File: src/rtl/pipe_pkg.sv
// Shared types and constants for the 8-bit pipeline fetch front end.
package pipe_pkg;

  typedef logic [7:0] word_t;

  // Fetch stage control states.
  typedef enum logic [1:0] {
    IDLE  = 2'd0,
    FETCH = 2'd1,
    FLUSH = 2'd2
  } fetch_state_t;

  // One buffered fetch: the instruction word and the address following it.
  typedef struct packed {
    word_t inst;
    word_t pc_calc;
  } fetch_entry_t;

  localparam word_t RESET_PC = 8'h00;

endpackage

File: src/rtl/prefetch_fifo.sv
// Small synchronous FIFO holding fetched instructions ahead of decode.
// Flush empties it and wins over push/pop. When empty, the head output keeps
// the last value presented so decode sees a stable word.
module prefetch_fifo #(
  parameter int DEPTH = 4
) (
  input  logic                     clock,
  input  logic                     resetn,
  input  logic                     flush,
  input  logic                     push,
  input  pipe_pkg::fetch_entry_t   push_data,
  input  logic                     pop,
  output logic [$clog2(DEPTH):0]   count,
  output logic                     full,
  output logic                     empty,
  output pipe_pkg::fetch_entry_t   head_data
);
  import pipe_pkg::*;

  localparam int AW = $clog2(DEPTH);

  fetch_entry_t   mem [DEPTH];
  fetch_entry_t   last;
  logic [AW-1:0]  wr_ptr;
  logic [AW-1:0]  rd_ptr;
  logic           do_push;
  logic           do_pop;

  assign full      = (count == (AW+1)'(DEPTH));
  assign empty     = (count == '0);
  assign do_push   = push && !full;
  assign do_pop    = pop && !empty;
  assign head_data = empty ? last : mem[rd_ptr];

  // Entry storage: written on an accepted push, never reset.
  always_ff @(posedge clock) begin
    if (resetn && !flush && do_push) begin
      mem[wr_ptr] <= push_data;
    end
  end

  // Pointers, occupancy and the held-output register.
  always_ff @(posedge clock) begin
    if (!resetn) begin
      wr_ptr <= '0;
      rd_ptr <= '0;
      count  <= '0;
      last   <= '0;
    end else if (flush) begin
      wr_ptr <= '0;
      rd_ptr <= '0;
      count  <= '0;
      if (!empty) begin
        last <= mem[rd_ptr];
      end
    end else begin
      if (do_push) begin
        wr_ptr <= wr_ptr + AW'(1);
      end
      if (do_pop) begin
        rd_ptr <= rd_ptr + AW'(1);
        last   <= mem[rd_ptr];
      end
      case ({do_push, do_pop})
        2'b10:   count <= count + (AW+1)'(1);
        2'b01:   count <= count - (AW+1)'(1);
        default: count <= count;
      endcase
    end
  end

endmodule

File: src/rtl/fetch_prefetch_stage.sv
// Instruction-fetch front end: owns the PC, issues requests to a
// one-cycle-latency instruction memory, buffers responses in a prefetch FIFO
// and handles taken-jump redirects by flushing and bumping the fetch epoch.
module fetch_prefetch_stage #(
  parameter int              DEPTH    = 4,
  parameter pipe_pkg::word_t RESET_PC = pipe_pkg::RESET_PC
) (
  input  logic       clock,
  input  logic       resetn,
  output logic       imem_req,
  output logic [7:0] imem_addr,
  input  logic       imem_rvalid,
  input  logic [7:0] imem_rdata,
  input  logic       stall,
  input  logic       redirect,
  input  logic [7:0] redirect_pc,
  output logic [7:0] inst,
  output logic [7:0] pc_calc,
  output logic       if_valid
);
  import pipe_pkg::*;

  localparam int            CW        = $clog2(DEPTH) + 1;
  localparam logic [CW:0]   DEPTH_OCC = (CW+1)'(DEPTH);

  fetch_state_t   state;
  word_t          fetch_pc;
  logic           epoch;
  logic           inflight;
  logic           tag_epoch;
  word_t          tag_addr;

  logic [CW-1:0]  fifo_count;
  logic           fifo_full;
  logic           fifo_empty;
  fetch_entry_t   head;
  fetch_entry_t   push_entry;
  logic [CW:0]    occupancy;
  logic           issue;
  logic           accept;
  logic           pop;

  // Buffered plus outstanding words must always fit in the FIFO.
  assign occupancy = {1'b0, fifo_count} + {{CW{1'b0}}, inflight};
  assign issue     = (state == FETCH) && !redirect && !fifo_full &&
                     (occupancy < DEPTH_OCC);
  assign imem_req  = issue;
  assign imem_addr = fetch_pc;

  // A response counts only if it belongs to the live request of this epoch.
  assign accept     = imem_rvalid && inflight && (tag_epoch == epoch) && !redirect;
  assign push_entry = '{inst: imem_rdata, pc_calc: tag_addr + 8'd1};
  assign pop        = !fifo_empty && !stall;

  assign if_valid = !fifo_empty;
  assign inst     = head.inst;
  assign pc_calc  = head.pc_calc;

  // Control FSM, PC, epoch and request tag.
  always_ff @(posedge clock) begin
    if (!resetn) begin
      state     <= IDLE;
      fetch_pc  <= RESET_PC;
      epoch     <= 1'b0;
      inflight  <= 1'b0;
      tag_epoch <= 1'b0;
      tag_addr  <= 8'h00;
    end else if (redirect) begin
      state    <= FLUSH;
      fetch_pc <= redirect_pc;
      epoch    <= ~epoch;
      inflight <= 1'b0;
    end else begin
      case (state)
        IDLE:    state <= FETCH;
        FETCH:   state <= FETCH;
        FLUSH:   state <= FETCH;
        default: state <= IDLE;
      endcase
      // Memory answers exactly one cycle later, so inflight mirrors issue.
      inflight <= issue;
      if (issue) begin
        fetch_pc  <= fetch_pc + 8'd1;
        tag_epoch <= epoch;
        tag_addr  <= fetch_pc;
      end
    end
  end

  prefetch_fifo #(
    .DEPTH(DEPTH)
  ) u_fifo (
    .clock     (clock),
    .resetn    (resetn),
    .flush     (redirect),
    .push      (accept),
    .push_data (push_entry),
    .pop       (pop),
    .count     (fifo_count),
    .full      (fifo_full),
    .empty     (fifo_empty),
    .head_data (head)
  );

endmodule

File: config.mk
export PLATFORM = sky130hd
export DESIGN_NAME = fetch_prefetch_stage
export DESIGN_NICKNAME = d
export VERILOG_FILES = /design/src/rtl/pipe_pkg.sv /design/src/rtl/prefetch_fifo.sv /design/src/rtl/fetch_prefetch_stage.sv
export SDC_FILE = /design/constraint.sdc
export NUM_CORES = 1
export LEC_CHECK = 0
export BUFFER_PORTS_ARGS = -buffer_cell sky130_fd_sc_hd__buf_4
export CAP_MARGIN = 20
export CORE_MARGIN = 2
export CORE_UTILIZATION = 55
export DETAILED_ROUTE_END_ITERATION = 16
export HOLD_SLACK_MARGIN = 0.15
export MAX_ROUTING_LAYER = met4
export PLACE_DENSITY_LB_ADDON = 0.08
export SLEW_MARGIN = 30
export SYNTH_ARGS = -nofsm -noshare
export SYNTH_HDL_FRONTEND = slang
export SYNTH_HIERARCHICAL = 1
export SYNTH_SLANG_ARGS = --single-unit
File: constraint.sdc
create_clock -name clock -period 3.2 [get_ports clock]
set_input_delay 0.64 -clock clock [delete_from_list [all_inputs] [get_ports clock]]
set_output_delay 0.64 -clock clock [all_outputs]
set_load 0.005 [all_outputs]
# Word-level counts from Yosys, hierarchy flattened

Memories as Yosys holds them, arrays and structs flattened. A register that Yosys moved wholly into a read port is not among the register bits.
Cells that the tools add are included.

Input bits: 21
Register bits after elaboration: 44
Output and inout port bits: 26
Memories: 1
Logic and storage cells: 65
Bits in writable memories: 64

Bitwise gates (word level): 3
Add/subtract/negate cells: 7
Muxes and demuxes: 12
$lt $le $gt $ge: 1
Eq/ne operators: 6
Reductions and logical operators: 23

Memory list:

| memory     | depth | width | read ports | clocked after Yosys merged registers in | write ports | line                | RTL |
|---|---|---|---|---|---|---|---|
| u_fifo.mem | 4     | 16    | 1          | 1                                       | 1           | prefetch_fifo.sv:22 | `fetch_entry_t mem [DEPTH];` |

Operators with widths:

| cell                                                                   | number |
|---|---|
| 16-bit 2-to-1 mux                                                      | 3 |
| 8-bit by 1-bit adder with 8-bit output (second input constant)         | 2 |
| 8-bit 2-to-1 mux                                                       | 2 |
| 1-bit logical AND                                                      | 11 |
| 2-bit 2-to-1 mux                                                       | 3 |
| 3-bit case mux with 2 select lines                                     | 1 |
| 2-bit nonzero test                                                     | 3 |
| 2-bit by 1-bit adder with 2-bit output (second input constant)         | 2 |
| 3-bit by 1-bit adder with 4-bit output                                 | 1 |
| 2-bit by 1-bit equality test with 1-bit output (second input constant) | 2 |
| 2-bit equality test (second input constant)                            | 2 |
| 1-bit logical NOT                                                      | 4 |
| 4-bit by 3-bit < comparator with 1-bit output (second input constant)  | 1 |
| 3-bit by 1-bit adder with 3-bit output (second input constant)         | 1 |
| 3-bit equality test (second input constant)                            | 1 |
| 3-bit logical NOT                                                      | 1 |
| 1-bit 2-to-1 mux                                                       | 3 |
| 1-bit inverter                                                         | 3 |
| 3-bit OR reduction                                                     | 1 |
| 3-bit by 1-bit subtractor with 3-bit output (second input constant)    | 1 |
| 2-bit logical NOT                                                      | 1 |
| 2-bit AND reduction                                                    | 1 |
| 2-bit OR reduction                                                     | 1 |
| 1-bit equality test                                                    | 1 |

# Depth between registers and ports, before layout

Depth after elaboration: 7
Gate-level depth with buffers: 11
Gate-level depth less buffers: 10

# Modules after synthesis

The synthesis kept the hierarchy.

Modules (own cells, without submodules):

| module               | cells an instance | instances | area an instance (um2) |
|---|---|---|---|
| prefetch_fifo        | 193               | 1         | 3515.9 |
| fetch_prefetch_stage | 112               | 1         | 1029.7 |

# Worst setup path before layout

Ideal clock, no wire load.

Path type: in2reg
From: input port redirect
To: memory u_fifo/mem[0][0] (netlist bit), enable pin
Stages: 5
Arrival time: 1974 ps
Setup slack: 852 ps
Required time: 2826 ps
Cells stage by stage: clkbuf_1 > nor3_1 > inv_1 > nor3_1 > and2_1

Cells in the longest elaborated chain, start to end: 6

Ends and longest elaborated chain:

| item                                   | line                       | RTL |
|---|---|---|
| start: declaration                     | fetch_prefetch_stage.sv:15 | `input logic redirect,` |
| 1-bit logical NOT                      | fetch_prefetch_stage.sv:51 | `assign accept = imem_rvalid && inflight && (tag_epoch == epoch) && !redirect;` |
| 1-bit logical AND                      | fetch_prefetch_stage.sv:51 |  |
| via accept                             | fetch_prefetch_stage.sv:40 | `logic accept;` |
| 1-bit logical AND                      | prefetch_fifo.sv:31        | `assign do_push = push && !full;` |
| 1-bit logical AND                      | prefetch_fifo.sv:37        | `if (resetn && !flush && do_push) begin` |
| 1-bit 2-to-1 mux                       | prefetch_fifo.sv:37        |  |
| 1-bit 2-to-1 mux (implied by the code) | prefetch_fifo.sv:38        | `mem[wr_ptr] <= push_data;` |
| end: declaration                       | prefetch_fifo.sv:22        |  |

The timed path passes the listed nets, and every way through them passes these cells.

==> reports/metrics.yaml <==
io_buffers: 46
cts-resized-gates: 0
start_util: 0.562
setup_viol: 0
worstSetupPathType: "flip-flop to output pin"
avgSynthCellArea_um2: 14.9
endpoint_kind: "output pin"
clock-root-buffer: "clkbuf_8"
viasPerCell: 5.56
r2r_start: "u_fifo/count[1]"
reg2reg_depth: 10
die_x_um: 94.9
grt_pass1_vias: 2505
yosys.area.top_type: "edfxtp_1"
antenna_found_initial: 0
final_common_cell: "edfxtp_1"
grt_pass1_wl_um: 12500
place_inst: 451
overflow: 0
post_cts_buffers: 0
p_sw_uw: 503
drc: 0
clkSinkCount: 110
dr.pass1.iters: 4
yosysWarnings: 6
rsz0062_at_grt: "false"
setup_slack_ps: 384
status: "complete, no violations"
clock_latency_ps: 360
area_delta_synth_final_pct: 14.0
ctsHoldBuffers: 0
worst_setup_path_start_kind: "flip-flop"
r2r_slack_ps: 770
syn_nets: 334
cts.clk_slew.worst_paths_ps: 100
p_sw_frac: 0.209
fmax_mhz: 355
static-leakage-power_nw: 1.84
combPwrFrac: 0.038
grt_usage: 0.194
cts_buffers: 9
wl_per_cell_um: 16.8
drv_cap: 0
drt_wl_total_um: 7870
layout_common_cells: "edfxtp_1 (64), buf_4 (55), dfxtp_1 (46), nor2_1 (20)"
whs_path_depth: 1
worstPathArrival_ps: 2180
place_congestion: 0.752
syn_inst: 305
layout_min_cycle_time_ps: 2820
core_area_um2: 8090
layoutNonFillerInstCount: 467
required_ps: 2560
row_count: 33
nets: 386
yosysTopAreaCellShare: 0.423
min_to: "state[0]"
worst_pin_slew_ps: 473
drt_iter0_drc: 50
ys_seq_elements: 110
synth_seq_area_share: 0.625
diodes: 0
relSlewSlack: 0.683
cts_tree: "done"
irDropWorstVdd_mv: 0.275
dieArea_um2: 9010
power_density_nw_per_um2: 465
ys_top_cells_by_area: "edfxtp_1 (42%), dfxtp_1 (20%), mux4_2 (5.9%)"
dpl.hpwl_um: 5200
path_max_fanout: 11
grt_max_degree: 18
power.internal_mw: 1.91
min_path_type: "flip-flop to flip-flop"
clkPwrFrac: 0.332
finalSetupTns_ps: 0
ys_types: 41
r2r-end: "u_fifo/count[2]"
layout-drive-gt1-share: 0.290
finalHoldViolCount: 0
seq_power_share: 0.630
clockBufferDepth: 2
vias: 2598
period_share: 0.880
h-tree-depth: 3
skew_ps: 9.82
die_height_um: 94.9
drt.antenna.violating_nets: 0
hp-start: "state[1]"
drv_slew: 0
syn_area_um2: 4550
dp_slack_ps: 706
ios: 47
==> cell usage after synthesis (all sizes together) <==
master,n
a22o,16
mux2i,10
o31ai,1
or3b,1
nand3,7
and2,5
and3,2
a21oi,11
and4,1
dfxtp,46
buf,8
nor3b,3
xor2,7
mux2,16
fa,1
or4b,1
nor4,3
o21a,1
nor2,20
xnor2,11
nand4,2
o21ai,11
nor3,6
nand2,5
o311ai,1
nand2b,1
inv,12
clkbuf,6
a211oi,2
edfxtp,64
or3,1
mux4,16
ha,7
==> worst max path at each step <==
stage	start	endpoint	slack, ps	cells past startpoint
after floorplan	redirect	u_fifo/mem[0][0]	850	5
after global placement	flip-flop	pc_calc[4]	750	4
after detailed placement	stall	u_fifo/count[2]	710	10
after CTS	flip-flop	pc_calc[4]	330	4
after global routing	flip-flop	pc_calc[2]	240	4
final	flip-flop	pc_calc[4]	380	4
==> worst max-delay path: stages (launching register included) <==
cell and delay, ps:
dfxtp_1 520, buf_4 320, mux4_2 570, mux2_2 280, buf_4 130
==> sequential cells by signal, indices dropped and copies added (netlist names), named ones only <==
| signal | cells |
|---|---|
| u_fifo/last | 16 |
| u_fifo/mem | 64 |
| u_fifo/wr_ptr | 2 |
| epoch | 1 |
| inflight | 1 |
| tag_addr | 8 |
| u_fifo/count | 3 |
| u_fifo/rd_ptr | 2 |
| imem_addr | 8 |
| state | 2 |
| tag_epoch | 1 |
==> per-layer routing <==
metal,vias to the layer above,GRT usage,wire [um],part of all wire
li1,1250,-,-,-
met1,1277,0.230,3410,0.43
met2,63,0.328,4010,0.51
met3,8,0.0415,353,0.045
met4,0,0.0676,102,0.013
met5,-,-,0,0
==> area by class of cell <==
class | count | area [um^2]
tap | 105 | 131
multi-input combinational | 169 | 1560
timing repair buffer | 55 | 413
sequential | 110 | 2840
inverter | 12 | 45.0
fill | 649 | 2910
clock buffer | 9 | 124
clock inverter | 7 | 65.1
==> cell families (layout without fill, tap and decap cells) <==
kind of cell | after synthesis | in the layout | synth area share
flops | 110 | 110 | 0.625
simple gates | 58 | 58 | 0.0754
compound gates | 43 | 43 | 0.0639
mux | 42 | 42 | 0.144
buf+inv | 26 | 83 | 0.0328
xor+xnor | 18 | 18 | 0.0347
fa+ha+maj | 8 | 8 | 0.0237
==> through the flow <==
step | instance area [um^2] | util | hold slack [ps] | total power, mW
floorplan | 4550 | - | 410 | 1.59
global placement | 4990 | 0.617 | 429 | 1.64
detailed placement | 4990 | 0.617 | 433 | 1.64
CTS | 5180 | 0.640 | 449 | 2.44
global route | 5180 | 0.640 | 455 | 2.50
finish | 5180 | 0.640 | 446 | 2.41
==> power by group through the flow <==
stage,Sequential (mW),Clock (mW),Combinational (mW)
floorplan,1.55,0,0.0478
finish,1.52,0.800,0.0917
global route,1.52,0.882,0.102
CTS,1.52,0.825,0.0931
global placement,1.55,0,0.0899
detailed placement,1.55,0,0.0924
(Power assumes the default switching activity.)
